--- config.mk ---
export PLATFORM = sky130hd
export DESIGN_NAME = pb3_binary_alu
export DESIGN_NICKNAME = d
export VERILOG_FILES = /design/src/rtl/pb3_binary_alu.sv
export SDC_FILE = /design/constraint.sdc
export NUM_CORES = 1
export LEC_CHECK = 0
export ABC_AREA = 1
export CAP_MARGIN = 20
export CORE_MARGIN = 4
export CORE_UTILIZATION = 40
export DETAILED_ROUTE_END_ITERATION = 16
export PLACE_DENSITY = 0.74
export RECOVER_POWER = 100
export SYNTH_ARGS = -nofsm -noshare
export SYNTH_HDL_FRONTEND = slang
export SYNTH_SLANG_ARGS = --single-unit
--- constraint.sdc ---
create_clock -name vclk -period 6.8
set_clock_uncertainty 0.1 [all_clocks]
set_input_delay 1.36 -clock vclk [all_inputs]
set_output_delay 1.36 -clock vclk [all_outputs]
set_load 0.01 [all_outputs]
--- src/rtl/pb3_binary_alu.sv ---
// pb3_binary_alu
// Purely combinational 16-bit binary ALU for the phase-3 datapath.
// The result bus y follows the operands and opcode at all times. The two
// flag outputs are only ever asserted while the bus strobe nboe is low and
// the block is out of reset, so they stay quiet while operands change.
//
// Ports
//   nreset   in   1  asynchronous active-low reset (holds flags inactive)
//   clk3     in   1  phase-3 clock, present for bus uniformity, not used
//   nboe     in   1  active-low bus-output / flag-strobe enable
//   fl       in   1  current link flag, carry-in for ADC
//   ac       in  16  accumulator operand
//   b        in  16  B-register operand
//   runit    in   4  operation select (8 ADD, 9 AND, 10 OR, 11 XOR, 12 ADC)
//   y        out 16  result
//   fv       out  1  active-high signed-overflow flag
//   nfltadd  out  1  active-low "toggle link on carry" strobe

module pb3_binary_alu (
   input  logic        nreset,
   input  logic        clk3,
   input  logic        nboe,
   input  logic        fl,
   input  logic [15:0] ac,
   input  logic [15:0] b,
   input  logic [3:0]  runit,
   output logic [15:0] y,
   output logic        fv,
   output logic        nfltadd
);

   localparam logic [3:0] OpAdd = 4'd8;
   localparam logic [3:0] OpAnd = 4'd9;
   localparam logic [3:0] OpOr  = 4'd10;
   localparam logic [3:0] OpXor = 4'd11;
   localparam logic [3:0] OpAdc = 4'd12;

   logic        unusedClk;
   logic        isArith;
   logic        carryIn;
   logic [4:0]  sliceLo;
   logic [8:0]  sliceMid;
   logic [4:0]  sliceHi;
   logic [15:0] sum;
   logic        carryOut;
   logic        overflow;
   logic        flagEnable;

   // The clock only exists so every datapath unit has the same pinout.
   assign unusedClk = clk3;

   // Decode which operations are arithmetic; only ADC takes the link flag in.
   always_comb begin
      isArith = (runit == OpAdd) || (runit == OpAdc);
      carryIn = (runit == OpAdc) ? fl : 1'b0;
   end

   // Adder built as three ripple-cascaded slices (4 + 8 + 4 bits), matching
   // the original carry chain; the top slice's carry is bit 16 of the sum.
   always_comb begin
      sliceLo  = {1'b0, ac[3:0]}  + {1'b0, b[3:0]}  + {4'b0000, carryIn};
      sliceMid = {1'b0, ac[11:4]} + {1'b0, b[11:4]} + {8'h00, sliceLo[4]};
      sliceHi  = {1'b0, ac[15:12]} + {1'b0, b[15:12]} + {4'b0000, sliceMid[8]};
      sum      = {sliceHi[3:0], sliceMid[7:0], sliceLo[3:0]};
      carryOut = sliceHi[4];
   end

   // Result mux; unused opcodes drive an all-zero bus.
   always_comb begin
      y = 16'h0000;
      unique case (runit)
         OpAdd:   y = sum;
         OpAnd:   y = ac & b;
         OpOr:    y = ac | b;
         OpXor:   y = ac ^ b;
         OpAdc:   y = sum;
         default: y = 16'h0000;
      endcase
   end

   // Signed overflow: operands agree in sign but the sum's sign differs.
   // Flags are gated by reset, the strobe and the arithmetic decode, so a
   // logic op or an operand change with nboe high can never pulse them.
   always_comb begin
      overflow   = (ac[15] == b[15]) && (sum[15] != ac[15]);
      flagEnable = nreset && !nboe && isArith;
      fv         = flagEnable && overflow;
      nfltadd    = !(flagEnable && carryOut);
   end

endmodule

---- Word level (Yosys, flattened, before mapping) ----
Index checks and enable logic that the tools add are counted.
W data, S select, Z words.
word-level totals
  output and inout port bits .............. 18
  register bits ........................... 0
  word-level logic and storage cells ...... 27
  bits of input ports ..................... 40
cells by class
  reductions and logical operators ........ 9
  mux-type cells .......................... 2
  bitwise logic cells ..................... 3
  eq/ne operators ......................... 7
  add/sub/neg operators ................... 6
operators with widths
  operator              number
  $pmux W16 S4          1
  $eq A4 B4 Y1 const B  5
  $and A16 B16 Y16      1
  $or A16 B16 Y16       1
  $xor A16 B16 Y16      1
  $add A4 B4 Y5         2
  $add A5 B1 Y5         2
  $add A8 B8 Y9         1
  $add A9 B1 Y9         1
  $logic_and A1 B1 Y1   5
  $logic_not A1 Y1      2
  $reduce_or A2 Y1      1
  $eq A1 B1 Y1          1
  $logic_or A1 B1 Y1    1
  $mux W1               1
  $ne A1 B1 Y1          1

---- Longest topological paths before layout ----
Gate-level depths: netlist of the first run.
  depth in word-level cells ............... 8
  gate-level depth with buffers ........... 25
  gate-level depth less buffers ........... 24

---- Least setup slack after synthesis of the first run ----
OpenSTA, ideal clock, no wires.
  path kind ............................... in2out
  from .................................... input runit[3]
  to ...................................... output y[13]
  arrival time ............................ 5.094 ns
  buffers on the path ..................... 1
  cell stages on the path ................. 22
  required time ........................... 5.340 ns
  slack ................................... 0.246 ns
  cells stage by stage .................... inv_1 -> nor3_2 -> buf_4 -> nand3_1 -> fa_1 -> fa_1 -> inv_1 -> nand2_1 -> nand2_1 -> a21oi_1 -> fa_1 -> fa_1 -> inv_1 -> nand2_1 -> nand2_1 -> and2_1 -> a21oi_1 -> fa_1 -> inv_1 -> fa_1 -> nand2_1 -> o2111ai_1
between the ends
  cells in the longest elaborated chain, start to end .. 6
  elaborated cells on any way between the ends .. 11
  those cells by class .................... add/sub: 3; eq/ne: 5; mux: 2; reduce/logical: 1
ends and longest elaborated chain
  what            RTL line  text
  from (decl)     26        input logic [3:0] runit,
  $eq A4 B4 Y1    55, 71
  $mux W1         55        carryIn = (runit == OpAdc) ? fl : 1'b0;
  $add A5 B1 Y5   61        sliceLo = {1'b0, ac[3:0]} + {1'b0, b[3:0]} + {4'b0000, carryIn};
  $add A9 B1 Y9   62        sliceMid = {1'b0, ac[11:4]} + {1'b0, b[11:4]} + {8'h00, sliceLo[4]};
  $add A5 B1 Y5   63        sliceHi = {1'b0, ac[15:12]} + {1'b0, b[15:12]} + {4'b0000, sliceMid[8]};
  $pmux W16 S4 *  71        unique case (runit)
  to (decl)       27        output logic [15:0] y,
Every way passes the cells marked *; elsewhere a longest branch is shown, timed or not.

---- Worst setup path in the final report of the first run ----
  from .................................... input fl
  to ...................................... output fv
between the ends
  cells in the longest elaborated chain, start to end .. 7
ends and longest elaborated chain
  what                 RTL line  text
  from (decl)          23        input logic fl,
  $mux W1              55
  $add A5 B1 Y5        61
  $add A9 B1 Y9        62
  $add A5 B1 Y5        63
  $ne A1 B1 Y1         85        overflow = (ac[15] == b[15]) && (sum[15] != ac[15]);
  $logic_and A1 B1 Y1  85
  $logic_and A1 B1 Y1  87        fv = flagEnable && overflow;
  to (decl)            28        output logic fv,
Every way passes these cells.

==> results of run 1 <==
-- synth_stat cells --
| master | number |
|---|---|
| a21oi_1 | 9 |
| a21oi_2 | 1 |
| and2_1 | 1 |
| buf_2 | 1 |
| buf_4 | 1 |
| buf_6 | 2 |
| fa_1 | 6 |
| ha_1 | 32 |
| inv_1 | 53 |
| inv_2 | 3 |
| nand2_1 | 66 |
| nand2_2 | 1 |
| nand3_1 | 17 |
| nand3_2 | 1 |
| nand3b_1 | 3 |
| nand4_1 | 2 |
| nor2_1 | 19 |
| nor2_4 | 1 |
| nor3_2 | 1 |
| o2111ai_1 | 7 |
| o21ai_0 | 6 |
| o22ai_1 | 3 |
| or2_0 | 6 |
| or2_1 | 2 |
| or2_2 | 4 |
-- final timing paths --
check	from	depth (start not counted)	end
max	fl	24	fv
min	runit[1]	6	y[15]
-- power by group through the flow --
stage / sequential (uW) / clock (uW) / combinational, uW
final: 0 / 0 / 138
after global routing: 0 / 0 / 156
after CTS: 0 / 0 / 140
after detailed placement: 0 / 0 / 132
after global placement: 0 / 0 / 130
after floorplan: 0 / 0 / 68.9
-- layer usage --
metal  track usage (%)  part of all wire, %
met5                 0                    0
met4             0.730                    0
met1              22.3                   47
met3             0.810                  4.3
met2              30.4                   49
-- final cells by class --
| cell class | instances | share of cell area [%] |
|---|---|---|
| timing repair buffer | 78 | 31.7 |
| inverter | 56 | 9.27 |
| tap | 46 | 2.54 |
| multi-input combinational | 188 | 56.5 |
-- per-stage QoR --
step	utilization [%]	std cells	TNS [ps]	total power, uW	hold slack (ps)
after floorplan	-	248	0	68.9	2740
after global placement	63.0	361	-3260	130	3670
after detailed placement	63.0	361	-3290	132	3680
after CTS	64.8	366	0	140	3440
after global routing	65.4	368	0	156	3460
final	65.4	368	0	138	3390
-- cell usage in the layout, fill, tap and decap left out, drive strengths merged, types with 3 or more instances in the layout --
cell type	synthesis	layout
o21ai	6	6
a21oi	10	10
fa	6	6
ha	32	32
or2	12	12
nand3b	3	3
clkdlybuf4s15	0	3
clkdlybuf4s50	0	34
o2111ai	7	7
dlygate4sd3	0	11
buf	4	22
o22ai	3	3
dlygate4sd2	0	4
nand3	18	18
inv	56	56
nor2	20	20
dlymetal6s2s	0	3
nand2	67	67
-- what timing repair did --
| item | 4_1_cts | 5_1_grt |
|---|---|---|
| setup endpoints to repair | 6 | 7 |
| pin swaps | 11 | 7 |
| buffers inserted | 5 | 2 |
| gates resized for setup | 28 | 10 |
-- cell families after synthesis --
logic type | count (synthesis) | share of synthesized area, %
and+or+nand+nor | 124 | 37.5
buffers and inverters | 60 | 16.5
adders and majority gates | 38 | 35.0
AOI/OAI and AO/OA | 26 | 11.0
==> metrics.yaml, run 1 <==
area_growth_pct: 52.5
dpl.hpwl_um: 3220
sequentialPowerShare_pct: 0
seq_area_um2: 0
hold_path_class: "in -> out"
hold_buffers: 0
vias_per_cell: 4.63
leakage_uw: 0.00126
antenna_cells: 0
power_switching_uw: 65.7
core_area_mm2: 0.00347
end_kind: "output port"
path_buf_inv: 7
dpl_cell_area_mm2: 0.00219
worst_setup_path_start_kind: "primary input"
worstSetupPathType: "in -> out"
rows: 21
cpMaxStageDelayCell: "clkdlybuf4s50_1"
fp.dieW_um: 69.0
syn_area_mm2: 0.00149
drc: 0
relSlewSlack_pct: 77.7
design_area_mm2: 0.00227
rsz0062_at_grt: "no"
internal-power_uw: 72.3
multiInputGateArea_mm2: 0.00128
gp_congestion: 0.869
cp_cell_sequence: "clkdlybuf4s50_1 > nand3_2 > fa_2 > fa_2 > inv_2 > nand2_1 > nand2_2 > a21oi_2 > fa_2 > fa_2 > inv_2 > nand2_1 > nand2_1 > and2_4 > a21oi_2 > fa_2 > inv_2 > nand3_1 > nand2_2 > inv_1 > buf_4 > nand2_1 > a21oi_2 > dlygate4sd2_1"
drive_above_1_share_pct: 15.8
max_stage_delay_ps: 490
ant_nets: 0
hold_violations: 0
syn_nets: 326
slew_viol_final: 0
grt_pass1_wl_um: 6330
port_buffers: 57
max_cap_violations: 0
combPwrFrac_pct: 100.0
num_vias: 1702
ir_drop_mv: 0.0280
clkbuf_count: 0
cp.required_ps: 5340
ys_warn_count: 0
p_per_area_mw_per_mm2: 60.8
grt_pass1_vias: 1580
syn_avg_cell_area_um2: 6.00
wirelength_um: 3830
fin_ws_ps: 179
worstPathArrival_ps: 5160
seq_area_frac_synth_pct: 0
start_util_pct: 42.9
switching_share_pct: 47.6
first_pass_iters: 4
die_h_um: 69.0
grt.total_usage_pct: 16.6
synth_cells: 248
grt_max_degree: 17
die_area_mm2: 0.00476
synth.largest_area_cell: "ha_1"
fin_nets: 402
ys_types: 25
status: "finished, final reports clean"
yosys-top-cells-area: "ha_1 27%, nand2_1 17%, inv_1 13%"
setup_viol: 0
wire_per_inst_um: 10.4
fill_cells: 367
crit_family: "adder cells"
seq_cells: 0
fmaxAchievable_ghz: 0.151
drtIter0Drc: 72
final.min_clock_period_ps: 6620
tightestPinTransition_ps: 334
fin_crit_sh_pct: 97.4
path_max_fanout: 3
antenna_found_initial: 0
pwr-share-clk_pct: 0
gr-total-overflow: 0
post-place-ws_ps: -669
yosysTopAreaCellShare_pct: 26.9
critPathMostFrequentCell: "fa_2"
io_pins: 58
No activity file was read; power rests on OpenSTA's default activity.
==> run 2: changes to the inputs <==
--- a/config.mk
+++ b/config.mk
@@ -15,3 +15,4 @@
 export SYNTH_ARGS = -nofsm -noshare
 export SYNTH_HDL_FRONTEND = slang
 export SYNTH_SLANG_ARGS = --single-unit
+export TNS_END_PERCENT = 100
==> results of run 2 <==
The final DEF is identical to that of run 1; final timing and power are the same.
==> run 3: changes to the inputs <==
--- a/config.mk
+++ b/config.mk
@@ -7,10 +7,12 @@
 export LEC_CHECK = 0
 export ABC_AREA = 1
 export CAP_MARGIN = 20
+export CELL_PAD_IN_SITES_DETAIL_PLACEMENT = 0
+export CELL_PAD_IN_SITES_GLOBAL_PLACEMENT = 2
 export CORE_MARGIN = 4
-export CORE_UTILIZATION = 40
+export CORE_UTILIZATION = 23
 export DETAILED_ROUTE_END_ITERATION = 16
-export PLACE_DENSITY = 0.74
+export PLACE_DENSITY_LB_ADDON = 0.1
 export RECOVER_POWER = 100
 export SYNTH_ARGS = -nofsm -noshare
 export SYNTH_HDL_FRONTEND = slang
==> run 3 against run 2 <==
  * Clock-buffer cell count unchanged
  * Cell count increased by 6.3%
  * Via count decreased by 1.1%
  * Critical path type unchanged
  * Die area increased by 64%
  * Final area decreased by 0.44%
  * Worst hold slack got worse by 94 ps
  * Global-route usage decreased by 4.9 points
  * Core utilization decreased by 30 points
  * Largest cell class unchanged
==> metrics.yaml, run 3 (synthesized netlist as in run 1, its figures left out) <==
status: "finished, final reports clean"  # unchanged
rows: 29  # was 21
start_util_pct: 23.6  # was 42.9%
worst_setup_path_start_kind: "primary input"  # unchanged
num_vias: 1684  # was 1702
drtIter0Drc: 31  # was 72
drc: 0  # unchanged
port_buffers: 57  # unchanged
ant_nets: 0  # unchanged
grt.total_usage_pct: 11.7  # was 16.6%
setup_viol: 0  # unchanged
grt_pass1_vias: 1667  # was 1580
antenna_cells: 0  # unchanged
multiInputGateArea_mm2: 0.00131  # was 0.00128 mm2
cpMaxStageDelayCell: "clkdlybuf4s50_1"  # unchanged
utilization_pct: 35.8  # was 65.4%
critPathMostFrequentCell: "fa_2"  # unchanged
worstPathArrival_ps: 5140  # was 5160 ps
seq_cells: 0  # unchanged
layout.cells.non_filler: 391  # was 368
wirelength_um: 4460  # was 3830 um
ir_drop_mv: 0.0226  # was 0.0280 mV
drive_above_1_share_pct: 16.6  # was 15.8%
vias_per_cell: 4.31  # was 4.63
fin_nets: 394  # was 402
max_cap_violations: 0  # unchanged
core_area_mm2: 0.00631  # was 0.00347 mm2
fp.dieW_um: 88.4  # was 69.0 um
die_h_um: 88.4  # was 69.0 um
antenna_found_initial: 0  # unchanged
wire_per_inst_um: 11.4  # was 10.4 um
cp_cell_sequence: "clkdlybuf4s50_1 > inv_1 > fa_2 > fa_2 > inv_2 > nand2_2 > nand2_2 > a21oi_2 > fa_2 > fa_2 > inv_2 > nand2_2 > nand2_2 > and2_4 > a21oi_4 > fa_2 > inv_2 > fa_2 > nand2_2 > o2111ai_2 > buf_2"  # was clkdlybuf4s50_1 > nand3_2 > fa_2 > fa_2 > inv_2 > nand2_1 > nand2_2 > a21oi_2 > fa_2 > fa_2 > inv_2 > nand2_1 > nand2_1 > and2_4 > a21oi_2 > fa_2 > inv_2 > nand3_1 > nand2_2 > inv_1 > buf_4 > nand2_1 > a21oi_2 > dlygate4sd2_1
relSlewSlack_pct: 73.9  # was 77.7%
fmaxAchievable_ghz: 0.152  # was 0.151 GHz
hold_violations: 0  # unchanged
p_per_area_mw_per_mm2: 60.0  # was 60.8 mW/mm2
grt_max_degree: 17  # unchanged
final_cell_mix: "60 x nand2_1, 49 x inv_1, 34 x clkdlybuf4s50_1"  # was 64 x nand2_1, 47 x inv_1, 34 x clkdlybuf4s50_1
worstSetupPathType: "in -> out"  # unchanged
first_pass_iters: 4  # unchanged
gr-total-overflow: 0  # unchanged
final.min_clock_period_ps: 6600  # was 6620 ps
hold_path_class: "in -> out"  # unchanged
slew_viol_final: 0  # unchanged
leakage_uw: 0.00121  # was 0.00126 uW
grt_pass1_wl_um: 7530  # was 6330 um
io_pins: 58  # unchanged
path_max_fanout: 2  # was 3
dp_cells: 391  # was 361
seq_area_um2: 0  # unchanged
final_common_cell: "nand2_1"  # unchanged
dpl.hpwl_um: 3700  # was 3220 um
cp.required_ps: 5340  # about the same
fin_crit_sh_pct: 97.0  # was 97.4%
gp_congestion: 0.733  # was 0.869
fill_cells: 734  # was 367
die_area_mm2: 0.00782  # was 0.00476 mm2
clkbuf_count: 0  # unchanged
max_stage_delay_ps: 490  # about the same
end_kind: "output port"  # unchanged
cts_setup_buffers: 0  # was 5
area_growth_pct: 51.8  # was 52.5%
tightestPinTransition_ps: 390  # was 334 ps
## run 3: worst paths after layout
check,from,to,slack [ps],cells after the start
worst max-delay path,b[0],y[13],200,21
worst min-delay path,runit[0],nfltadd,3290,7
## run 3: stage by stage
step | setup WS (ps) | cell area (um2) | TNS (ps) | total power (uW) | hold WS, ps
after floorplan | 246 | 1490 | 0 | 68.9 | 2740
after global placement | -724 | 2220 | -3730 | 135 | 3680
after detailed placement | -759 | 2220 | -3870 | 135 | 3680
after CTS | 0.887 | 2250 | 0 | 140 | 3320
after global routing | -0.163 | 2260 | -0.163 | 155 | 3350
final | 201 | 2260 | 0 | 135 | 3290
## run 3: routing by layer
| metal | routed length, um | up-vias | global-route usage (%) |
|---|---|---|---|
| met2 | 2100 | 37 | 21.0 |
| li1 | - | 910 | - |
| met4 | 0 | 0 | 0 |
| met5 | 0 | - | 0 |
| met1 | 2100 | 737 | 15.9 |
| met3 | 259 | 0 | 1.58 |
## run 3: layout make-up
type	instances	area share (%)
well taps	77	4.27
multi-input cells	188	58.1
repair buffers	70	28.4
inverters	56	9.31
## run 3: worst max-delay path, delay by kind of cell
kind            cells  cell delay, ps
simple gates        6             450
fa+ha+maj           6            2190
compound gates      3             200
buf+inv             6             920
## run 3: timing repair
| item | CTS | global route |
|---|---|---|
| pin swaps | 13 | 10 |
| setup endpoints to repair | 6 | 6 |
| hold buffers | 0 | 0 |
| resized for setup | 38 | 10 |
## run 3: report_power, final
| part | leakage (uW) | switching [uW] | internal, uW |
|---|---|---|---|
| clock network | 0 | 0 | 0 |
| logic | 0.00121 | 67.6 | 67.8 |
| registers | 0 | 0 | 0 |
